File: config.mk
export PLATFORM = sky130hd
export DESIGN_NAME = ram_port_arbiter
export DESIGN_NICKNAME = d
export VERILOG_FILES = /design/src/rtl/ram_port_arbiter_pkg.sv /design/src/rtl/ram_port_arbiter_pick.sv /design/src/rtl/ram_port_arbiter.sv
export SDC_FILE = /design/constraint.sdc
export NUM_CORES = 1
export LEC_CHECK = 0
export CELL_PAD_IN_SITES_DETAIL_PLACEMENT = 1
export CELL_PAD_IN_SITES_GLOBAL_PLACEMENT = 2
export CORE_AREA = 2 2 88 90
export CTS_CLUSTER_SIZE = 25
export DETAILED_ROUTE_END_ITERATION = 12
export DIE_AREA = 0 0 90 92
export PLACE_DENSITY_LB_ADDON = 0.1
export SLEW_MARGIN = 20
export SYNTH_ARGS = -nofsm -noshare
export SYNTH_HDL_FRONTEND = slang
export SYNTH_SLANG_ARGS = --single-unit
File: constraint.sdc
create_clock -name clk_qzt -period 2.7 [get_ports clk_qzt]
set_clock_uncertainty 0.1 [all_clocks]
set_input_delay 0.27 -clock clk_qzt [delete_from_list [all_inputs] [get_ports clk_qzt]]
set_output_delay 0.27 -clock clk_qzt [all_outputs]
set_load 0.01 [all_outputs]
File: src/rtl/ram_port_arbiter_pkg.sv
// Shared definitions for the block-RAM port arbiter and its pick logic.
package ram_port_arbiter_pkg;

  localparam logic [1:0] ST_IDLE   = 2'd0;
  localparam logic [1:0] ST_ACCESS = 2'd1;
  localparam logic [1:0] ST_WAIT   = 2'd2;
  localparam logic [1:0] ST_DONE   = 2'd3;

  typedef enum logic [1:0] {
    StIdle   = ST_IDLE,
    StAccess = ST_ACCESS,
    StWait   = ST_WAIT,
    StDone   = ST_DONE
  } arb_state_e;

  localparam logic GNT_CPU = 1'b0;
  localparam logic GNT_DBG = 1'b1;

  localparam int unsigned RAM_RD_LATENCY = 1;

  // Round-robin partner of a two-port requester ID.
  function automatic logic other_port(input logic id);
    return ~id;
  endfunction

endpackage

File: src/rtl/ram_port_arbiter_pick.sv
// Combinational winner selection between the CPU and debug requesters.
module ram_arb_pick
  import ram_port_arbiter_pkg::*;
#(
  parameter int unsigned FIXED_PRIO = 0
) (
  input  logic cpu_req,
  input  logic dbg_req,
  input  logic last_grant,
  output logic valid,
  output logic winner
);

  always_comb begin
    valid  = cpu_req | dbg_req;
    winner = GNT_CPU;
    if (cpu_req && dbg_req) begin
      winner = (FIXED_PRIO != 0) ? GNT_CPU : other_port(last_grant);
    end else if (dbg_req) begin
      winner = GNT_DBG;
    end
  end

endmodule

File: src/rtl/ram_port_arbiter.sv
// Serialises CPU and debug accesses onto the single-port 256-byte block RAM.
module ram_port_arbiter
  import ram_port_arbiter_pkg::*;
#(
  parameter int unsigned ADDR_W     = 8,
  parameter int unsigned DATA_W     = 8,
  parameter int unsigned FIXED_PRIO = 0
) (
  input  logic              clk_qzt,
  input  logic              reset_n,
  input  logic              cpu_req,
  input  logic              cpu_we,
  input  logic [ADDR_W-1:0] cpu_addr,
  input  logic [DATA_W-1:0] cpu_wdata,
  output logic              cpu_ack,
  output logic [DATA_W-1:0] cpu_rdata,
  input  logic              dbg_req,
  input  logic              dbg_we,
  input  logic [ADDR_W-1:0] dbg_addr,
  input  logic [DATA_W-1:0] dbg_wdata,
  output logic              dbg_ack,
  output logic [DATA_W-1:0] dbg_rdata,
  output logic              ram_en,
  output logic              ram_we,
  output logic [ADDR_W-1:0] ram_addr,
  output logic [DATA_W-1:0] ram_wdata,
  input  logic [DATA_W-1:0] ram_rdata,
  output logic              busy,
  output logic              grant_id
);

  arb_state_e state_q;
  logic       last_grant_q;
  logic       we_q;
  logic       pick_valid;
  logic       pick_winner;

  ram_arb_pick #(
    .FIXED_PRIO(FIXED_PRIO)
  ) u_pick (
    .cpu_req   (cpu_req),
    .dbg_req   (dbg_req),
    .last_grant(last_grant_q),
    .valid     (pick_valid),
    .winner    (pick_winner)
  );

  // ram_addr/ram_wdata double as the latched request; only ram_en qualifies them.
  always_ff @(posedge clk_qzt or negedge reset_n) begin
    if (!reset_n) begin
      state_q      <= StIdle;
      last_grant_q <= GNT_DBG;
      we_q         <= 1'b0;
      grant_id     <= GNT_CPU;
      busy         <= 1'b0;
      ram_en       <= 1'b0;
      ram_we       <= 1'b0;
      ram_addr     <= '0;
      ram_wdata    <= '0;
      cpu_ack      <= 1'b0;
      dbg_ack      <= 1'b0;
      cpu_rdata    <= '0;
      dbg_rdata    <= '0;
    end else begin
      cpu_ack <= 1'b0;
      dbg_ack <= 1'b0;
      unique case (state_q)
        StIdle: begin
          if (pick_valid) begin
            state_q  <= StAccess;
            busy     <= 1'b1;
            grant_id <= pick_winner;
            ram_en   <= 1'b1;
            if (pick_winner == GNT_DBG) begin
              we_q      <= dbg_we;
              ram_we    <= dbg_we;
              ram_addr  <= dbg_addr;
              ram_wdata <= dbg_wdata;
            end else begin
              we_q      <= cpu_we;
              ram_we    <= cpu_we;
              ram_addr  <= cpu_addr;
              ram_wdata <= cpu_wdata;
            end
          end
        end
        StAccess: begin
          ram_en  <= 1'b0;
          ram_we  <= 1'b0;
          state_q <= StWait;
        end
        StWait: begin
          // RAM output register holds the data one cycle after the address edge.
          if (!we_q) begin
            if (grant_id == GNT_DBG) dbg_rdata <= ram_rdata;
            else                     cpu_rdata <= ram_rdata;
          end
          state_q <= StDone;
        end
        StDone: begin
          if (grant_id == GNT_DBG) dbg_ack <= 1'b1;
          else                     cpu_ack <= 1'b1;
          last_grant_q <= grant_id;
          busy         <= 1'b0;
          state_q      <= StIdle;
        end
        default: state_q <= StIdle;
      endcase
    end
  end

endmodule

==> metrics.cfg, run 1 <==
[placement]
place.detailed.hpwl_um=3550
port-buffer-count=83
gp_congestion=0.686

[timing]
fmax_mhz=546
report.final.hold_viol_count=0
finalSetupTns_ns=0
setup_violations=0
drv_slew=0
worst_pin_slew_ns=0.963
max-slew-margin-rel_pct=35.8
fin_crit_ns=1.83
rsz0062_at_grt=no
fin_crit_sh_pct=67.8

[routing]
vias=1545
firstDrtPassIters=4
ant_nets=0
viasPerCell=4.35
drt_iter0_drc=38
routedWlPerCell_um=14.3
drc=0
wl_um=5090

[cells_and_area]
seq_area_um2=1050
syn_to_final_growth_pct=49.8
multi_input_area_um2=786
utilization_pct=39.0
fin_nets=303
antenna_cells=0
drive_gt1_share_pct=17.4
nFillCells=847

[global_route]
grt_max_degree=43
track_usage_pct=12.8
grt_pass1_vias=1641
grt_overflow_total=0
antenna_found_initial=0
grt_pass1_wl_um=8400

[clocking]
clock_sinks=42
clockBufferDepth=2
htree_levels=2
cts_setup_buffers=0
ctsResizeCount=0
cts_buffers=5
clock_latency_ns=0.29
clkTransAtPathRegs_ns=0.08
cts_tree=yes
cts_root_buffer=clkbuf_8
cts_hold_buffers=0

[die]
die_area_um2=8280
die_y_um=92
rows=32
core_area_um2=7450
start_util_pct=26.1
io_pins=84
chipWidth_um=90

[critical_path]
crit_path_end_kind=register
cpPeakStageDelay_ns=0.41
cp.required_ns=2.81
critPathKind=reg2reg
critical_path.max_fanout=14
cpMaxStageDelayCell=dfrtp_1
path_cells=inv_1 > ha_1 > o21a_1 > buf_4 > nor2_1 > a31oi_1
worstPathArrival_ns=1.94
start_kind=register

[synth]
synth.yosys.seq_area_share_pct=54.2
synth_top_area_share_pct=52.9
ys_ff_latch=42
synthArstFlopShare_pct=100
yosysMostFrequentCell=dfrtp_1
synthCells=169
syn-cell-area_um2=1940
synth_top_flop_cell=dfrtp_1
synth_nets=220
avgSynthCellArea_um2=11.5
netlist-cell-type-count=27
yosysWarnings=0
synthTopCellsByCount=dfrtp_1, a21oi_1, nand2_1, nor2_1, mux2_2
synth_edf_count=0
yosys.area.top_type=dfrtp_1
synth_area_leaders=dfrtp_1, mux2_2, a21oi_1

[pwr]
powerDensity_nw_per_um2=1080
max-vdd-ir-drop_uv=299
cellLeakagePower_nw=1.20

[worst_hold_path]
hold_path_class=in2async

[outcome]
status=completed

[run]
cap_violations=0

sequential cells by signal, summed over array words and instances (netlist names), 2 cells and up:
signal	count
ram_addr	8
state_q	2
dbg_rdata	8
ram_wdata	8
cpu_rdata	8
layout make-up:
class | instances | area share [%]
multi-input combinational | 114 | 27.0
timing repair buffer | 85 | 28.9
clock buffer | 6 | 2.50
clock inverter | 2 | 0.473
sequential | 42 | 36.2
tap | 102 | 4.39
inverter | 4 | 0.516
final timing paths:
kind	endpoint	startpoint	cells after the start	slack, ns
min reg2reg	dbg_rdata[2]	dbg_rdata[2]	1	0.41
max in group asynchronous	ram_wdata[4]	reset_n	1	1.87
max reg2reg	we_q	state_q[0]	6	0.87
min in group clk_qzt	dbg_rdata[2]	dbg_rdata[2]	1	0.41
min	cpu_ack	reset_n	1	0.01
max	we_q	state_q[0]	6	0.87
cell usage in the layout (no fill, tap or decap):
cell	count
a31oi_1	2
mux2i_1	1
o21a_1	1
a21bo_2	1
o311ai_0	2
clkbuf_8	5
a32oi_1	1
a21oi_1	22
and2_1	1
a21boi_4	1
o21ai_2	1
dfrtp_1	41
buf_2	1
or3b_1	1
a22o_1	1
clkbuf_1	1
dfstp_2	1
clkinv_4	1
nor2b_1	2
nor2_1	19
buf_4	2
o21ai_0	4
inv_1	4
clkinv_2	1
a21oi_2	10
mux2_2	18
nor3b_4	1
nand2_1	19
nand3b_2	1
clkdlybuf4s50_1	82
ha_1	5
kinds of logic after synthesis:
group | after synthesis | share of synthesized area (%)
buf+inv | 13 | 5.29
simple gates | 44 | 10.3
mux | 19 | 11.0
compound gates | 46 | 16.0
flops | 42 | 54.2
fa+ha+maj | 5 | 3.22
layer usage:
layer  track usage (%)  wire (um)
met4              3.46         57
met2              23.0       2590
met5                 0          0
met1              14.9       2080
met3              3.86        360
per-stage QoR:
| step | total power [mW] | setup slack [ns] | area (um2) | hold WS, ns | instances |
|---|---|---|---|---|---|
| after floorplan | 1.98 | 1.08 | 1940 | -0.126 | 169 |
| after global placement | 2.76 | 0.703 | 2820 | 0.383 | 347 |
| after detailed placement | 2.79 | 0.638 | 2820 | 0.385 | 347 |
| after CTS | 3.21 | 0.835 | 2910 | 0.0604 | 355 |
| after global routing | 3.39 | 0.621 | 2910 | 0.113 | 355 |
| final | 3.14 | 0.869 | 2910 | 0.0124 | 355 |
worst max-delay path: cells and delay by family, from the launching register on:
kind	cells	cell delay (ns)
AOI/OAI and AO/OA	2	0.45
buffers and inverters	2	0.39
DFF	1	0.41
adders and majority gates	1	0.35
and+or+nand+nor	1	0.06
where the power goes:
group          total, mW  switching, mW  internal (mW)
Sequential          1.16          0.204          0.956
Clock              0.405          0.222          0.183
Combinational       1.58          0.676          0.903
Total               3.14           1.10           2.04
No activity file was read; power rests on OpenSTA's default activity.
==> run 2: changes to the inputs <==
--- a/config.mk
+++ b/config.mk
@@ -7,10 +7,10 @@
 export LEC_CHECK = 0
 export CELL_PAD_IN_SITES_DETAIL_PLACEMENT = 1
 export CELL_PAD_IN_SITES_GLOBAL_PLACEMENT = 2
-export CORE_AREA = 2 2 88 90
+export CORE_AREA = 2 2 92 94
 export CTS_CLUSTER_SIZE = 25
 export DETAILED_ROUTE_END_ITERATION = 12
-export DIE_AREA = 0 0 90 92
+export DIE_AREA = 0 0 94 96
 export PLACE_DENSITY_LB_ADDON = 0.1
 export SLEW_MARGIN = 20
 export SYNTH_ARGS = -nofsm -noshare
==> constraint.sdc (replaced) <==
create_clock -name clk_qzt -period 1.8 [get_ports clk_qzt]
set_clock_uncertainty 0.1 [all_clocks]
set_input_delay 0.18 -clock clk_qzt [delete_from_list [all_inputs] [get_ports clk_qzt]]
set_output_delay 0.18 -clock clk_qzt [all_outputs]
set_load 0.01 [all_outputs]
==> metrics.cfg, run 2 (synthesis gave the netlist of run 1 again) <==
[clocking]
cts_tree=yes  ; unchanged
clockBufferDepth=2  ; unchanged
clkTransAtPathRegs_ns=0.08  ; about the same
clock_latency_ns=0.29  ; about the same
htree_levels=2  ; unchanged
cts_buffers=5  ; unchanged
cts_root_buffer=clkbuf_8  ; unchanged
clock_sinks=42  ; unchanged

[die]
die_area_um2=9020  ; was 8280 um2
die_y_um=96  ; was 92 um
io_pins=84  ; unchanged
rows=33  ; was 32
start_util_pct=24.1  ; was 26.1%
core_area_um2=8050  ; was 7450 um2
chipWidth_um=94  ; was 90 um

[placement]
gp_congestion=0.691  ; was 0.686
place.detailed.hpwl_um=3950  ; was 3550 um
dpl.cell_count=356  ; was 347
dpl_worst_slack_ns=0.0911  ; was 0.638 ns
port-buffer-count=83  ; unchanged
placed_area_um2=2920  ; was 2820 um2

[timing]
setup_violations=0  ; unchanged
drv_slew=0  ; unchanged
report.final.hold_viol_count=0  ; unchanged
finalWorstSetupSlack_ns=0.0934  ; was 0.869 ns
fin_crit_sh_pct=94.8
fin_crit_ns=1.71
finalSetupTns_ns=0  ; unchanged
max-slew-margin-rel_pct=66.9  ; was 35.8%
worst_pin_slew_ns=0.497  ; was 0.963 ns
fmax_mhz=586
rsz0062_at_grt=no  ; unchanged

[critical_path]
critical_path.max_fanout=7  ; was 14
worstPathArrival_ns=1.43  ; was 1.94 ns
critPathKind=reg2out  ; was reg2reg
critical-path-top-delay-family=buffers and inverters  ; was compound AO/OA/AOI/OAI gates
path_cells=clkdlybuf4s50_1  ; was inv_1 > ha_1 > o21a_1 > buf_4 > nor2_1 > a31oi_1
start_kind=register  ; unchanged
cp.required_ns=1.52  ; was 2.81 ns
cpPeakStageDelay_ns=0.60  ; was 0.41 ns
cpMaxStageDelayCell=clkdlybuf4s50_1  ; was dfrtp_1
path_buf_inv=1  ; was 2
crit_path_end_kind=output port  ; was register

[pwr]
total_power_mw=4.84  ; was 3.14 mW
comb_power_share_pct=51.2  ; was 50.2%
p_clk_share_pct=13.0  ; was 12.9%
swShare_pct=34.1  ; was 35.1%
max-vdd-ir-drop_uv=534  ; was 299 uV
powerDensity_nw_per_um2=1600  ; was 1080 nW/um2
power.switching_mw=1.65  ; was 1.10 mW
p_seq_share_pct=35.8  ; was 36.9%
cellLeakagePower_nw=1.25  ; was 1.20 nW
intPower_mw=3.19  ; was 2.04 mW

[routing]
firstDrtPassIters=3  ; was 4
vias=1557  ; was 1,545
drt_iter0_drc=16  ; was 38
drc=0  ; unchanged
ant_nets=0  ; unchanged
wl_um=5170  ; was 5090 um
viasPerCell=4.27  ; was 4.35
routedWlPerCell_um=14.2  ; was 14.3 um

[cells_and_area]
mostFrequentLayoutCell=clkdlybuf4s50_1  ; unchanged
layout_common_cells=clkdlybuf4s50_1, dfrtp_1, a21oi_1  ; unchanged
final_cell_area_um2=3020  ; was 2910 um2
antenna_cells=0  ; unchanged
drive_gt1_share_pct=19.6  ; was 17.4%
syn_to_final_growth_pct=55.8  ; was 49.8%
fin_nets=310  ; was 303
fin_cells=365  ; was 355

[worst_hold_path]
hold_path_class=in2async  ; unchanged

[global_route]
grt_max_degree=23  ; was 43
grt_pass1_wl_um=8450  ; was 8400 um
antenna_found_initial=0  ; unchanged
track_usage_pct=12.0  ; was 12.8%
grt_overflow_total=0  ; unchanged
grt_pass1_vias=1687  ; was 1,641

[outcome]
status=completed  ; unchanged

[run]
cap_violations=0  ; unchanged

## run 2: cell count changes in the layout (fill, tap and decap cells not counted)
cell | previous run | this run
ha_2 | 0 | 1
ha_1 | 5 | 4
buf_4 | 2 | 4
dlygate4sd3_1 | 0 | 1
clkinv_4 | 1 | 0
buf_12 | 0 | 4
clkbuf_8 | 5 | 6
## run 2: cell type report
class	instances	area [um2]
Multi-Input combinational cell	114	788
Tap cell	105	131
Clock buffer	7	86.3
Clock inverter	1	5.00
Fill cell	907	5030
Sequential cell	42	1050
Inverter	4	15.0
Timing Repair Buffer	92	946
## run 2: routing by layer
| layer | global-route usage [%] | wire length, um | part of all wire, % | up-vias |
|---|---|---|---|---|
| met1 | 14.5 | 2280 | 44 | 733 |
| met3 | 3.45 | 371 | 7.2 | 6 |
| li1 | - | - | - | 760 |
| met2 | 21.1 | 2460 | 47 | 58 |
| met4 | 3.26 | 62 | 1.2 | 0 |
| met5 | 0 | 0 | 0 | - |
## run 2: stage by stage
step           hold slack [ns]  util [%]
6_report                 0.281      37.6
3_3_place_gp            0.0839      36.3
3_5_place_dp            0.0804      36.3
2_1_floorplan           -0.216         -
4_1_cts                  0.290      37.5
5_1_grt                  0.327      37.6
## run 2: timing repair
item                                    CTS  global route
hold buffers                              1             0
hold endpoints to repair                 20             0
gates resized for setup                   0             1
buffers inserted                          0             0
endpoints found under the setup margin    0            10
## run 2: worst reg2reg max path: cells and delay by family, from the launching register on
family,cells,cell delay [ns]
and+or+nand+nor,1,0.24
buffers and inverters,2,0.28
adders and majority gates,1,0.23
muxes,1,0.33
DFF,1,0.41
## run 2: final timing paths
check | from | endpoint | slack, ns | depth (start not counted)
setup / recovery | grant_id | grant_id | 0.09 | 1
hold reg to reg | dbg_rdata[1] | dbg_rdata[1] | 0.41 | 1
max in group asynchronous | reset_n | last_grant_q | 0.76 | 3
min in group clk_qzt | cpu_wdata[1] | ram_wdata[1] | 0.32 | 3
hold / removal | reset_n | dbg_rdata[0] | 0.28 | 2
setup reg to reg | state_q[0] | cpu_rdata[2] | 0.11 | 5
## run 2: power by group through the flow
stage | clock (mW) | combinational, mW | sequential, mW
6_report | 0.629 | 2.48 | 1.73
3_3_place_gp | 0 | 2.50 | 1.76
5_1_grt | 0.703 | 2.73 | 1.81
4_1_cts | 0.669 | 2.54 | 1.74
2_1_floorplan | 0 | 1.06 | 1.92
3_5_place_dp | 0 | 2.54 | 1.76
==> run 3: changes to the inputs <==
--- a/config.mk
+++ b/config.mk
@@ -5,13 +5,12 @@
 export SDC_FILE = /design/constraint.sdc
 export NUM_CORES = 1
 export LEC_CHECK = 0
-export CELL_PAD_IN_SITES_DETAIL_PLACEMENT = 1
-export CELL_PAD_IN_SITES_GLOBAL_PLACEMENT = 2
-export CORE_AREA = 2 2 92 94
+export CORE_AREA = 2 2 71 73
+export CTS_CLUSTER_DIAMETER = 120
 export CTS_CLUSTER_SIZE = 25
 export DETAILED_ROUTE_END_ITERATION = 12
-export DIE_AREA = 0 0 94 96
-export PLACE_DENSITY_LB_ADDON = 0.1
+export DIE_AREA = 0 0 73 75
+export PLACE_DENSITY = 0.79
 export SLEW_MARGIN = 20
 export SYNTH_ARGS = -nofsm -noshare
 export SYNTH_HDL_FRONTEND = slang
==> metrics.cfg, run 3 (synthesis gave the netlist of run 1 again) <==
[global_route]
antenna_found_initial=0  ; unchanged
grt_pass1_vias=1594  ; was 1,687
track_usage_pct=16.5  ; was 12.0%
grt_max_degree=24  ; was 23
grt_overflow_total=0  ; unchanged
grt_pass1_wl_um=6960  ; was 8450 um

[pwr]
p_clk_share_pct=15.3  ; was 13.0%
total_power_mw=4.90  ; was 4.84 mW
power.switching_mw=1.61  ; was 1.65 mW
p_seq_share_pct=35.3  ; was 35.8%
powerDensity_nw_per_um2=1650  ; was 1600 nW/um2
swShare_pct=32.8  ; was 34.1%
intPower_mw=3.29  ; was 3.19 mW
comb_power_share_pct=49.3  ; was 51.2%
max-vdd-ir-drop_uv=755  ; was 534 uV
cellLeakagePower_nw=1.26  ; was 1.25 nW

[run]
cap_violations=0  ; unchanged

[cells_and_area]
nFillCells=357  ; was 907
layout_common_cells=clkdlybuf4s50_1, dfrtp_1, a21oi_1  ; unchanged
fin_cells=316  ; was 365
seq_area_um2=1050  ; unchanged
syn_to_final_growth_pct=53.2  ; was 55.8%
mostFrequentLayoutCell=clkdlybuf4s50_1  ; unchanged
multi_input_area_um2=798  ; was 788 um2
fin_nets=312  ; was 310
antenna_cells=0  ; unchanged
final_cell_area_um2=2970  ; was 3020 um2
drive_gt1_share_pct=20.6  ; was 19.6%

[routing]
drt_iter0_drc=66  ; was 16
routedWlPerCell_um=13.7  ; was 14.2 um
wl_um=4330  ; was 5170 um
drc=0  ; unchanged
wl_met3_um=237  ; was 371 um
dr_wl_met2_um=2310  ; was 2460 um
wl_met1_um=1720  ; was 2280 um
viasPerCell=4.97  ; was 4.27
vias=1570  ; was 1,557
top_layer_used=met4  ; unchanged
ant_nets=0  ; unchanged
firstDrtPassIters=4  ; was 3

[outcome]
status=completed  ; unchanged

[critical_path]
crit_path_end_kind=register  ; was output port
critPathKind=reg2reg  ; was reg2out
cp.required_ns=1.87  ; was 1.52 ns
critical_path.max_fanout=8  ; was 7
start_kind=register  ; unchanged
worstPathArrival_ns=1.77  ; was 1.43 ns

[clocking]
clock_latency_ns=0.28  ; was 0.29 ns
cts_root_buffer=clkbuf_8  ; unchanged
cts_setup_buffers=0  ; unchanged
clock_sinks=42  ; unchanged
cts_buffers=5  ; unchanged
clockBufferDepth=2  ; unchanged
cts_tree=yes  ; unchanged
htree_levels=2  ; unchanged
clkTransAtPathRegs_ns=0.08  ; about the same

[die]
core_area_um2=4660  ; was 8050 um2
rows=25  ; was 33
chipWidth_um=73  ; was 94 um
io_pins=84  ; unchanged
die_area_um2=5480  ; was 9020 um2
start_util_pct=41.6  ; was 24.1%
die_y_um=75  ; was 96 um

[timing]
worst_pin_slew_ns=0.521  ; was 0.497 ns
finalWorstSetupSlack_ns=0.0971  ; was 0.0934 ns
fmax_mhz=587  ; was 586 MHz
setup_violations=0  ; unchanged
rsz0062_at_grt=no  ; unchanged
finalSetupTns_ns=0  ; unchanged
drv_slew=0  ; unchanged
fin_crit_ns=1.70  ; was 1.71 ns
max-slew-margin-rel_pct=65.2  ; was 66.9%
fin_crit_sh_pct=94.6  ; was 94.8%
report.final.hold_viol_count=0  ; unchanged

[placement]
dpl.cell_count=307  ; was 356
placed_area_um2=2830  ; was 2920 um2
place.detailed.hpwl_um=3370  ; was 3950 um
port-buffer-count=83  ; unchanged
dpl_worst_slack_ns=0.0378  ; was 0.0911 ns
gp_congestion=0.728  ; was 0.691

[worst_hold_path]
hold_path_class=in2async  ; unchanged

run 3: critical path, stage by stage, from the launching register on:
cell     delay [ns]
dfrtp_1        0.41
inv_1          0.14
ha_2           0.23
nor3b_4        0.17
buf_4          0.20
mux2_2         0.35
run 3: metrics by stage:
stage                     utilization [%]  hold WS (ns)
after floorplan                         -        -0.216
after detailed placement             60.8        0.0631
after global placement               60.8        0.0629
after CTS                            63.5         0.281
after global routing                 63.8         0.324
final                                63.8         0.282
run 3: final timing paths:
check	slack [ns]	depth (start not counted)	start	endpoint
setup / recovery	0.1	5	state_q[0]	cpu_rdata[0]
hold / removal	0.28	2	reset_n	dbg_ack
setup reg to reg	0.1	5	state_q[0]	cpu_rdata[0]
hold reg to reg	0.41	1	dbg_rdata[6]	dbg_rdata[6]
max in group asynchronous	0.84	3	reset_n	ram_addr[2]
min in group clk_qzt	0.33	3	cpu_wdata[6]	ram_wdata[6]
run 3: power by group through the flow:
stage / clock (mW) / sequential [mW] / combinational, mW
2_1_floorplan: 0 / 1.92 / 1.06
3_3_place_gp: 0 / 1.73 / 2.36
3_5_place_dp: 0 / 1.75 / 2.42
4_1_cts: 0.771 / 1.74 / 2.43
5_1_grt: 0.807 / 1.80 / 2.65
6_report: 0.751 / 1.73 / 2.42
run 3: cell type report:
cell class              instances  share of cell area, %
flip-flops and latches         42                   35.4
multi-input cells             114                   26.9
clock inverters                 1                   1.01
inverters                       4                  0.505
well taps                      54                   2.27
clock buffers                   7                   2.90
repair buffers                 94                   31.1
run 3: routing by layer:
metal,track usage (%),vias to the layer above
met1,19.0,749
met4,5.14,0
met3,4.02,7
li1,-,759
met2,30.2,55
met5,0,-
run 3: repair_timing:
item	in CTS	in global routing
setup endpoints to repair	0	13
hold buffers	1	0
gates resized for setup	0	3
hold endpoints to repair	18	0
